==> config.mk <==
export PLATFORM = sky130hd
export DESIGN_NAME = fir_err_monitor
export DESIGN_NICKNAME = d
export VERILOG_FILES = /design/src/rtl/fir_err_monitor.sv
export SDC_FILE = /design/constraint.sdc
export NUM_CORES = 1
export LEC_CHECK = 0
export CELL_PAD_IN_SITES_DETAIL_PLACEMENT = 1
export CELL_PAD_IN_SITES_GLOBAL_PLACEMENT = 1
export CORE_UTILIZATION = 39
export CTS_CLUSTER_SIZE = 25
export DETAILED_ROUTE_END_ITERATION = 16
export HOLD_SLACK_MARGIN = 0.06
export MAX_ROUTING_LAYER = met4
export PLACE_DENSITY_LB_ADDON = 0.25
export SETUP_SLACK_MARGIN = 0.5
export SYNTH_ARGS = -nofsm -noshare
export SYNTH_HDL_FRONTEND = slang
export SYNTH_SLANG_ARGS = --single-unit
==> constraint.sdc <==
create_clock -name clk -period 6.4 [get_ports clk]
set_clock_uncertainty 0.2 [all_clocks]
set_input_delay 0.96 -clock clk [delete_from_list [all_inputs] [get_ports clk]]
set_output_delay 0.96 -clock clk [all_outputs]
set_load 0.02 [all_outputs]
==> src/rtl/fir_err_monitor.sv <==
// Windowed error-metric accumulator comparing approximate and exact FIR outputs.
// Two-stage pipeline: |approx-exact| register, then sum/max/nonzero-count update.
module fir_err_monitor #(
   parameter int unsigned DW       = 16,
   parameter int unsigned WIN_LOG2 = 8
) (
   input  logic                   clk,
   input  logic                   rst,
   input  logic                   start,
   input  logic                   in_valid,
   input  logic [DW-1:0]          approx_in,
   input  logic [DW-1:0]          exact_in,
   input  logic                   res_ack,
   output logic                   busy,
   output logic                   done,
   output logic [DW+WIN_LOG2-1:0] err_sum,
   output logic [DW-1:0]          err_max,
   output logic [WIN_LOG2:0]      err_cnt,
   output logic [DW-1:0]          err_mean
);

   typedef enum logic [1:0] {
      IDLE  = 2'd0,
      RUN   = 2'd1,
      DRAIN = 2'd2,
      HOLD  = 2'd3
   } state_t;

   localparam logic [WIN_LOG2:0] WIN_LEN = {1'b1, {WIN_LOG2{1'b0}}};

   state_t              state, state_nxt;
   logic [WIN_LOG2:0]   smp_cnt;
   logic                win_full;
   logic                accept;
   logic                clear;

   logic [DW:0]         diff;
   logic [DW:0]         neg_diff;
   logic [DW-1:0]       abs_diff;
   logic [DW-1:0]       s1_abs;
   logic                s1_nz;
   logic                s1_valid;

   assign win_full = (smp_cnt == WIN_LEN);

   // The window closes one cycle after the last accept (counter full), so the
   // final sample has left stage 1 before DRAIN lets it settle in stage 2.
   always_comb begin
      state_nxt = state;
      busy      = 1'b0;
      done      = 1'b0;
      accept    = 1'b0;
      clear     = 1'b0;
      case (state)
         IDLE: begin
            if (start) begin
               clear     = 1'b1;
               state_nxt = RUN;
            end
         end
         RUN: begin
            busy = 1'b1;
            if (win_full) state_nxt = DRAIN;
            else          accept    = in_valid;
         end
         DRAIN: begin
            busy      = 1'b1;
            state_nxt = HOLD;
         end
         HOLD: begin
            done = 1'b1;
            if (res_ack) begin
               if (start) begin
                  clear     = 1'b1;
                  state_nxt = RUN;
               end else begin
                  state_nxt = IDLE;
               end
            end
         end
         default: state_nxt = IDLE;
      endcase
   end

   always_ff @(posedge clk or posedge rst) begin
      if (rst) state <= IDLE;
      else     state <= state_nxt;
   end

   assign diff     = {1'b0, approx_in} - {1'b0, exact_in};
   assign neg_diff = '0 - diff;
   assign abs_diff = diff[DW] ? neg_diff[DW-1:0] : diff[DW-1:0];

   always_ff @(posedge clk or posedge rst) begin
      if (rst) begin
         smp_cnt  <= '0;
         s1_valid <= 1'b0;
         s1_abs   <= '0;
         s1_nz    <= 1'b0;
      end else if (clear) begin
         smp_cnt  <= '0;
         s1_valid <= 1'b0;
      end else begin
         s1_valid <= accept;
         if (accept) begin
            smp_cnt <= smp_cnt + 1'b1;
            s1_abs  <= abs_diff;
            s1_nz   <= (approx_in != exact_in);
         end
      end
   end

   always_ff @(posedge clk or posedge rst) begin
      if (rst) begin
         err_sum <= '0;
         err_max <= '0;
         err_cnt <= '0;
      end else if (clear) begin
         err_sum <= '0;
         err_max <= '0;
         err_cnt <= '0;
      end else if (s1_valid) begin
         err_sum <= err_sum + {{WIN_LOG2{1'b0}}, s1_abs};
         if (s1_abs > err_max) err_max <= s1_abs;
         err_cnt <= err_cnt + {{WIN_LOG2{1'b0}}, s1_nz};
      end
   end

   assign err_mean = err_sum[DW+WIN_LOG2-1:WIN_LOG2];

endmodule

==> flow_metrics.py, run 1 <==
metrics = {
    "run_status": {
        "status": "finished, final reports clean",
    },
    "yosys": {
        "avgSynthCellArea_sq_um": 9.03,
        "netlist.top_cell.by_area": "dfrtp_1",
        "synth_area_leaders": "dfrtp_1, ha_1, mux2i_1",
        "yosysUniqueCellTypes": 57,
        "synth_async_sr_flop_share": 1.00,
        "syn_area_sq_mm": 0.00567,
        "synth_edf_count": 0,
        "ys_warn_count": 0,
        "synthCells": 628,
        "syn_nets": 724,
        "synthFlopType": "dfrtp_1",
        "ys_seq_area_frac": 0.344,
        "synth.most_common_cell": "dfrtp_1",
        "synth_top_area_frac": 0.344,
        "synth_seq_cells": 78,
        "synth_common_cells": "dfrtp_1, nor2_1, ha_1",
    },
    "sta": {
        "fmax_ghz": 0.229,
        "relSlewSlack": 0.201,
        "post-route-min-period_ns": 4.37,
        "tightest_slew_ns": 1.20,
        "fin_tns_setup_ns": 0,
        "final_max_slew_viol_count": 0,
        "hold_violations": 0,
        "setup_viol": 0,
        "fin_crit_sh": 0.683,
        "rsz0062_at_grt": "false",
    },
    "flow_run": {
        "cap_violations": 0,
    },
    "clocking": {
        "cts_hold_buf": 0,
        "postCtsSetupBuffers": 0,
        "cts_tree": "yes",
        "cts_root_buf": "clkbuf_16",
        "path_clk_slew_ns": 0.06,
        "cts_sinks": 78,
        "ctsResizeCount": 0,
        "cts_buffer_depth": 2,
        "htree_levels": 3,
        "clk_latency_ns": 0.34,
        "numCtsBuffers": 9,
    },
    "layout": {
        "syn2layout_area_growth_pct": 24.6,
        "drive_gt1_frac": 0.0515,
        "finish.net_count": 809,
        "utilization": 0.503,
        "antenna_cells": 0,
        "regArea_sq_mm": 0.00195,
        "fillers": 1633,
        "multi_input_area_sq_mm": 0.00335,
    },
    "pwr": {
        "switching_share": 0.425,
        "power_frac_seq": 0.277,
        "p_switching_mw": 1.35,
        "powerDensity_mw_per_mm2": 448,
        "power_frac_clock": 0.165,
        "combPwrFrac": 0.559,
        "internal_power_mw": 1.82,
        "ir_drop_v": 0.000152,
        "leakagePower_nw": 3.35,
    },
    "floorplan": {
        "die_y_um": 123,
        "ios": 104,
        "die_w_um": 123,
        "rows": 43,
        "core_area_sq_mm": 0.0140,
        "initial_core_util": 0.404,
        "die_area_sq_mm": 0.0150,
    },
    "placement": {
        "dp_hpwl_um": 10400,
        "gp_congestion": 0.819,
        "io_buffer_count": 103,
    },
    "grt": {
        "overflow": 0,
        "antenna_found_initial": 0,
        "grt_pass1_vias": 5011,
        "grt_max_degree": 60,
        "grt_pass1_wl_um": 23000,
        "track_usage": 0.200,
    },
    "drt": {
        "viasPerCell": 5.29,
        "wl_per_cell_um": 15.2,
        "remaining_drc_errors": 0,
        "via_count": 4751,
        "wirelength_um": 13600,
        "drt_first_iter_violations": 155,
        "postRouteAntennaNets": 0,
        "firstDrtPassIters": 4,
    },
    "critical_path": {
        "worst_ep_required_time_ns": 6.44,
        "start_kind": "input pin",
        "arrival_ns": 4.41,
        "critical_path_class": "in -> reg",
        "critPathCaptureType": "flip-flop",
        "cp_max_fo": 16,
    },
    "hold_path": {
        "min_path_type": "reg -> reg",
    },
}
==> cell families after synthesis <==
| group | count (synthesis) | share of synthesized area |
|---|---|---|
| compound gates | 127 | 0.148 |
| xor+xnor | 62 | 0.0957 |
| fa+ha+maj | 59 | 0.133 |
| buf+inv | 82 | 0.0664 |
| flops | 78 | 0.344 |
| mux | 33 | 0.0582 |
| simple gates | 187 | 0.154 |
==> sequential cells by signal, indices dropped and copies added (netlist names) <==
| register | cells |
|---|---|
| err_max | 16 |
| state | 2 |
| err_sum | 24 |
| s1_nz | 1 |
| smp_cnt | 9 |
| s1_abs | 16 |
| s1_valid | 1 |
| err_cnt | 9 |
==> worst max-delay path, cell delays in order <==
cell,delay (ns)
clkdlybuf4s50_1,0.46
ha_1,0.20
inv_1,0.07
fa_1,0.43
a211oi_2,0.25
o211ai_1,0.19
a41oi_2,0.30
o221ai_1,0.20
a21o_1,0.22
a21oi_2,0.50
o21ai_0,0.22
xor2_1,0.19
o21ai_0,0.21
==> cell usage in the layout, fill, tap and decap left out, types with 4 or more instances in the layout <==
cell             netlist  layout
clkdlybuf4s50_1        0     103
a31oi_1                5       5
nor2_1                74      74
o21a_1                 6       6
or2_2                  4       4
a21oi_1               33      33
and3_1                 5       5
nor3_1                 8       7
o21ai_1                8       8
inv_1                 50      49
xnor2_1               36      36
mux2i_1               33      33
nand4_1               14      14
a21o_1                12      12
nand2b_1               4       4
nand2_1               45      45
xor2_1                26      26
clkbuf_16              0       9
nand3_1               11      11
dfrtp_1               78      78
o31ai_1                6       6
nor2b_1                6       6
ha_1                  57      57
o211ai_1               4       4
o21ai_0               29      29
==> per-stage QoR <==
stage	hold slack, ns	setup WS, ns	power [mW]	std cells	cell area (sq um)
finish	0.308	2.03	3.17	898	7070
CTS	0.318	1.98	3.20	898	7070
global placement	0.292	1.83	2.56	882	6770
detailed placement	0.295	1.72	2.65	882	6770
global route	0.337	1.64	3.42	898	7070
floorplan	0.254	2.72	2.10	628	5670
==> cell type report <==
type,instances,share of cell area
clock buffers,13,0.0368
flip-flops and latches,78,0.276
repair buffers,106,0.149
multi-input cells,468,0.474
inverters,50,0.0265
clock inverters,3,0.00602
well taps,180,0.0319
==> routing by layer <==
| layer | track usage | vias up | wire [um] | part of all wire |
|---|---|---|---|---|
| li1 | - | 2324 | - | - |
| met1 | 0.223 | 2320 | 5910 | 0.43 |
| met4 | 0.0701 | 0 | 255 | 0.019 |
| met5 | - | - | 0 | 0 |
| met2 | 0.361 | 86 | 7070 | 0.52 |
| met3 | 0.0283 | 21 | 411 | 0.030 |
==> power groups by stage <==
stage | registers (mW) | clock network (mW) | logic, mW
2_1_floorplan | 0.959 | 0 | 1.14
3_3_place_gp | 0.868 | 0 | 1.69
3_5_place_dp | 0.883 | 0 | 1.76
4_1_cts | 0.877 | 0.534 | 1.79
5_1_grt | 0.904 | 0.550 | 1.97
6_report | 0.875 | 0.521 | 1.77
==> final timing paths <==
kind / slack [ns] / start / cells past startpoint / to
max in group asynchronous: 4.12 / rst / 3 / err_max[6]
min in group asynchronous: 0.77 / rst / 2 / state[0]
max reg2reg: 2.93 / s1_abs[1] / 10 / err_max[5]
min: 0.31 / s1_nz / 2 / s1_nz
min reg2reg: 0.31 / s1_nz / 2 / s1_nz
max: 2.03 / exact_in[0] / 13 / s1_abs[12]
Power figures use the tool's default switching activity.
==> run 2, diff against run 1 <==
--- a/config.mk
+++ b/config.mk
@@ -7,7 +7,7 @@
 export LEC_CHECK = 0
 export CELL_PAD_IN_SITES_DETAIL_PLACEMENT = 1
 export CELL_PAD_IN_SITES_GLOBAL_PLACEMENT = 1
-export CORE_UTILIZATION = 39
+export CORE_UTILIZATION = 37
 export CTS_CLUSTER_SIZE = 25
 export DETAILED_ROUTE_END_ITERATION = 16
 export HOLD_SLACK_MARGIN = 0.06
==> constraint.sdc (replaced) <==
create_clock -name clk -period 3.8 [get_ports clk]
set_clock_uncertainty 0.2 [all_clocks]
set_input_delay 0.57 -clock clk [delete_from_list [all_inputs] [get_ports clk]]
set_output_delay 0.57 -clock clk [all_outputs]
set_load 0.02 [all_outputs]
==> run 2 against run 1 <==
Effect of this change:
- cell count is 3.9% higher
- via count is 3.2% higher
- combinational power increased by 77%
- critical path depth up 4
- sequential share of layout area down 2.3 points
- flip-flop and latch count did not move
- clock-buffer cell count down 3
- total power increased by 78%
- global-route usage is 0.52 points higher
- critical endpoint is now s1_abs[14]
- largest power group unchanged
==> flow_metrics.py, run 2 (same netlist as run 1, synthesis figures left out) <==
metrics = {
    "grt": {
        "overflow": 0,
        "grt_pass1_wl_um": 25300,
        "grt_pass1_vias": 5250,
        "grt_max_degree": 59,
        "antenna_found_initial": 0,
        "track_usage": 0.205,
    },
    "floorplan": {
        "ios": 104,
        "die_area_sq_mm": 0.0158,
        "rows": 44,
        "initial_core_util": 0.384,
        "die_y_um": 126,
        "die_w_um": 126,
        "core_area_sq_mm": 0.0148,
    },
    "drt": {
        "wirelength_um": 15400,
        "postRouteAntennaNets": 0,
        "drt_first_iter_violations": 174,
        "via_count": 4901,
        "wl_per_cell_um": 16.5,
        "firstDrtPassIters": 4,
        "viasPerCell": 5.25,
        "remaining_drc_errors": 0,
    },
    "placement": {
        "dp_hpwl_um": 10900,
        "io_buffer_count": 103,
        "gp_congestion": 0.832,
    },
    "sta": {
        "post-route-min-period_ns": 3.34,
        "setup_viol": 0,
        "fmax_ghz": 0.299,
        "rsz0062_at_grt": "false",
        "fin_crit_sh": 0.879,
        "relSlewSlack": 0.431,
        "hold_violations": 0,
        "final_max_slew_viol_count": 0,
        "tightest_slew_ns": 0.852,
    },
    "layout": {
        "largest-register": "err_sum",
        "top_regs": "err_sum x24, err_max x16, s1_abs x16",
        "finish.net_count": 840,
        "drive_gt1_frac": 0.148,
        "syn2layout_area_growth_pct": 36.2,
        "layout_common_cells": "clkdlybuf4s50_1, dfrtp_1, nor2_1",
        "fillers": 1678,
        "utilization": 0.524,
        "antenna_cells": 0,
        "final_common_cell": "clkdlybuf4s50_1",
        "largest_register_ffs": 24,
    },
    "critical_path": {
        "crit_slowest_cell": "fa_2",
        "critical_path_class": "in -> reg",
        "crit_path_max_incr_delay_ns": 0.37,
        "reg2reg_depth": 12,
        "path_buf_inv": 6,
        "worst_ep_required_time_ns": 3.80,
        "critPathCaptureType": "flip-flop",
        "path_common_cell": "buf_6",
        "rrSetupSlack_ns": 0.73,
        "crit_family": "compound AO/OA/AOI/OAI gates",
        "rr_endpoint": "err_sum[16]",
        "worstPathCellList": "buf_6 -> inv_4 -> ha_4 -> inv_2 -> fa_2 -> a211oi_4 -> o211ai_1 -> a41oi_2 -> buf_6 -> buf_6 -> o21ai_2 -> xor2_1 -> nand3b_4 -> buf_6 -> o31ai_4 -> xor2_1 -> o21ai_1",
        "start_kind": "input pin",
        "cp_max_fo": 2,
        "arrival_ns": 3.34,
        "r2r-start": "s1_abs[0]",
    },
    "pwr": {
        "powerDensity_mw_per_mm2": 728,
        "power_mw": 5.62,
        "leakagePower_nw": 3.70,
        "ir_drop_v": 0.000256,
    },
    "hold_path": {
        "hold_path_end": "s1_nz",
        "whs_path_depth": 2,
        "min_from": "s1_nz",
        "min_path_type": "reg -> reg",
    },
    "clocking": {
        "cts_root_buf": "clkbuf_16",
        "cts_sinks": 78,
        "path_clk_slew_ns": 0.06,
        "cts_buffer_depth": 2,
        "clk_latency_ns": 0.34,
        "htree_levels": 3,
        "cts_tree": "yes",
        "numCtsBuffers": 9,
    },
    "flow_run": {
        "cap_violations": 0,
    },
    "run_status": {
        "status": "finished, final reports clean",
    },
}
==> run 2: changes by cell type in the layout (fill, tap and decap cells not counted), moves of 8 or more <==
| cell | delta |
|---|---|
| dlymetal6s2s_1 | +10 |
| buf_4 | +22 |
| ha_1 | -8 |
| clkdlybuf4s50_1 | -17 |
| ha_4 | +8 |
| inv_2 | +8 |
| inv_1 | -10 |
==> run 2: worst register-to-register path, delay by kind of cell (launching register included) <==
kind / cells / cell delay (ns)
and+or+nand+nor: 4 / 0.44
adders and majority gates: 2 / 0.46
buffers and inverters: 1 / 0.08
AOI/OAI and AO/OA: 4 / 1.16
DFF: 1 / 0.44
xor gates and xnor gates: 1 / 0.15
==> run 2: worst max path at each step <==
stage / start / end / slack (ns) / cells past startpoint
2_1_floorplan: approx_in[0] / s1_abs[11] / 0.51 / 14
3_3_place_gp: exact_in[0] / s1_abs[5] / 0.03 / 14
3_5_place_dp: exact_in[0] / s1_abs[11] / -0.04 / 13
4_1_cts: exact_in[6] / s1_abs[15] / 0.50 / 12
5_1_grt: exact_in[9] / s1_abs[14] / 0.39 / 14
6_report: approx_in[0] / s1_abs[14] / 0.46 / 17
==> run 2: per-layer routing <==
metal  share of wire  GRT usage  wire length (um)
met2            0.52      0.368              8000
met3           0.037     0.0327               571
met1            0.42      0.224              6460
met5               0          -                 0
met4           0.026     0.0893               401
==> run 2: cell type report <==
cell class	instances	area [sq um]	area share
clock inverters	6	109	0.0141
well taps	184	230	0.0298
flip-flops and latches	78	1950	0.253
inverters	50	191	0.0248
repair buffers	137	1380	0.178
multi-input cells	468	3630	0.469
clock buffers	10	239	0.0309
==> run 2: metrics by stage <==
step	setup WS, ns	hold WS, ns	std cells	setup TNS (ns)	instance area, sq um
2_1_floorplan	0.513	0.254	628	0	5670
3_3_place_gp	0.0264	0.286	897	0	6880
3_5_place_dp	-0.0376	0.291	897	-0.0755	6880
4_1_cts	0.501	0.305	924	0	7520
5_1_grt	0.392	0.338	933	0	7730
6_report	0.460	0.302	933	0	7730
==> run 2: what timing repair did <==
action,CTS,global route
setup buffers,10,9
hold buffers,0,0
endpoints found under the setup margin,15,17
hold endpoints to repair,0,0
gates resized for setup,44,40
pin swaps,21,27
cloned,1,0
==> run 2: report_power, final <==
group          internal (mW)  switching (mW)
combinational           1.48            1.65
clock                  0.658           0.347
sequential              1.13           0.347
total                   3.27            2.35
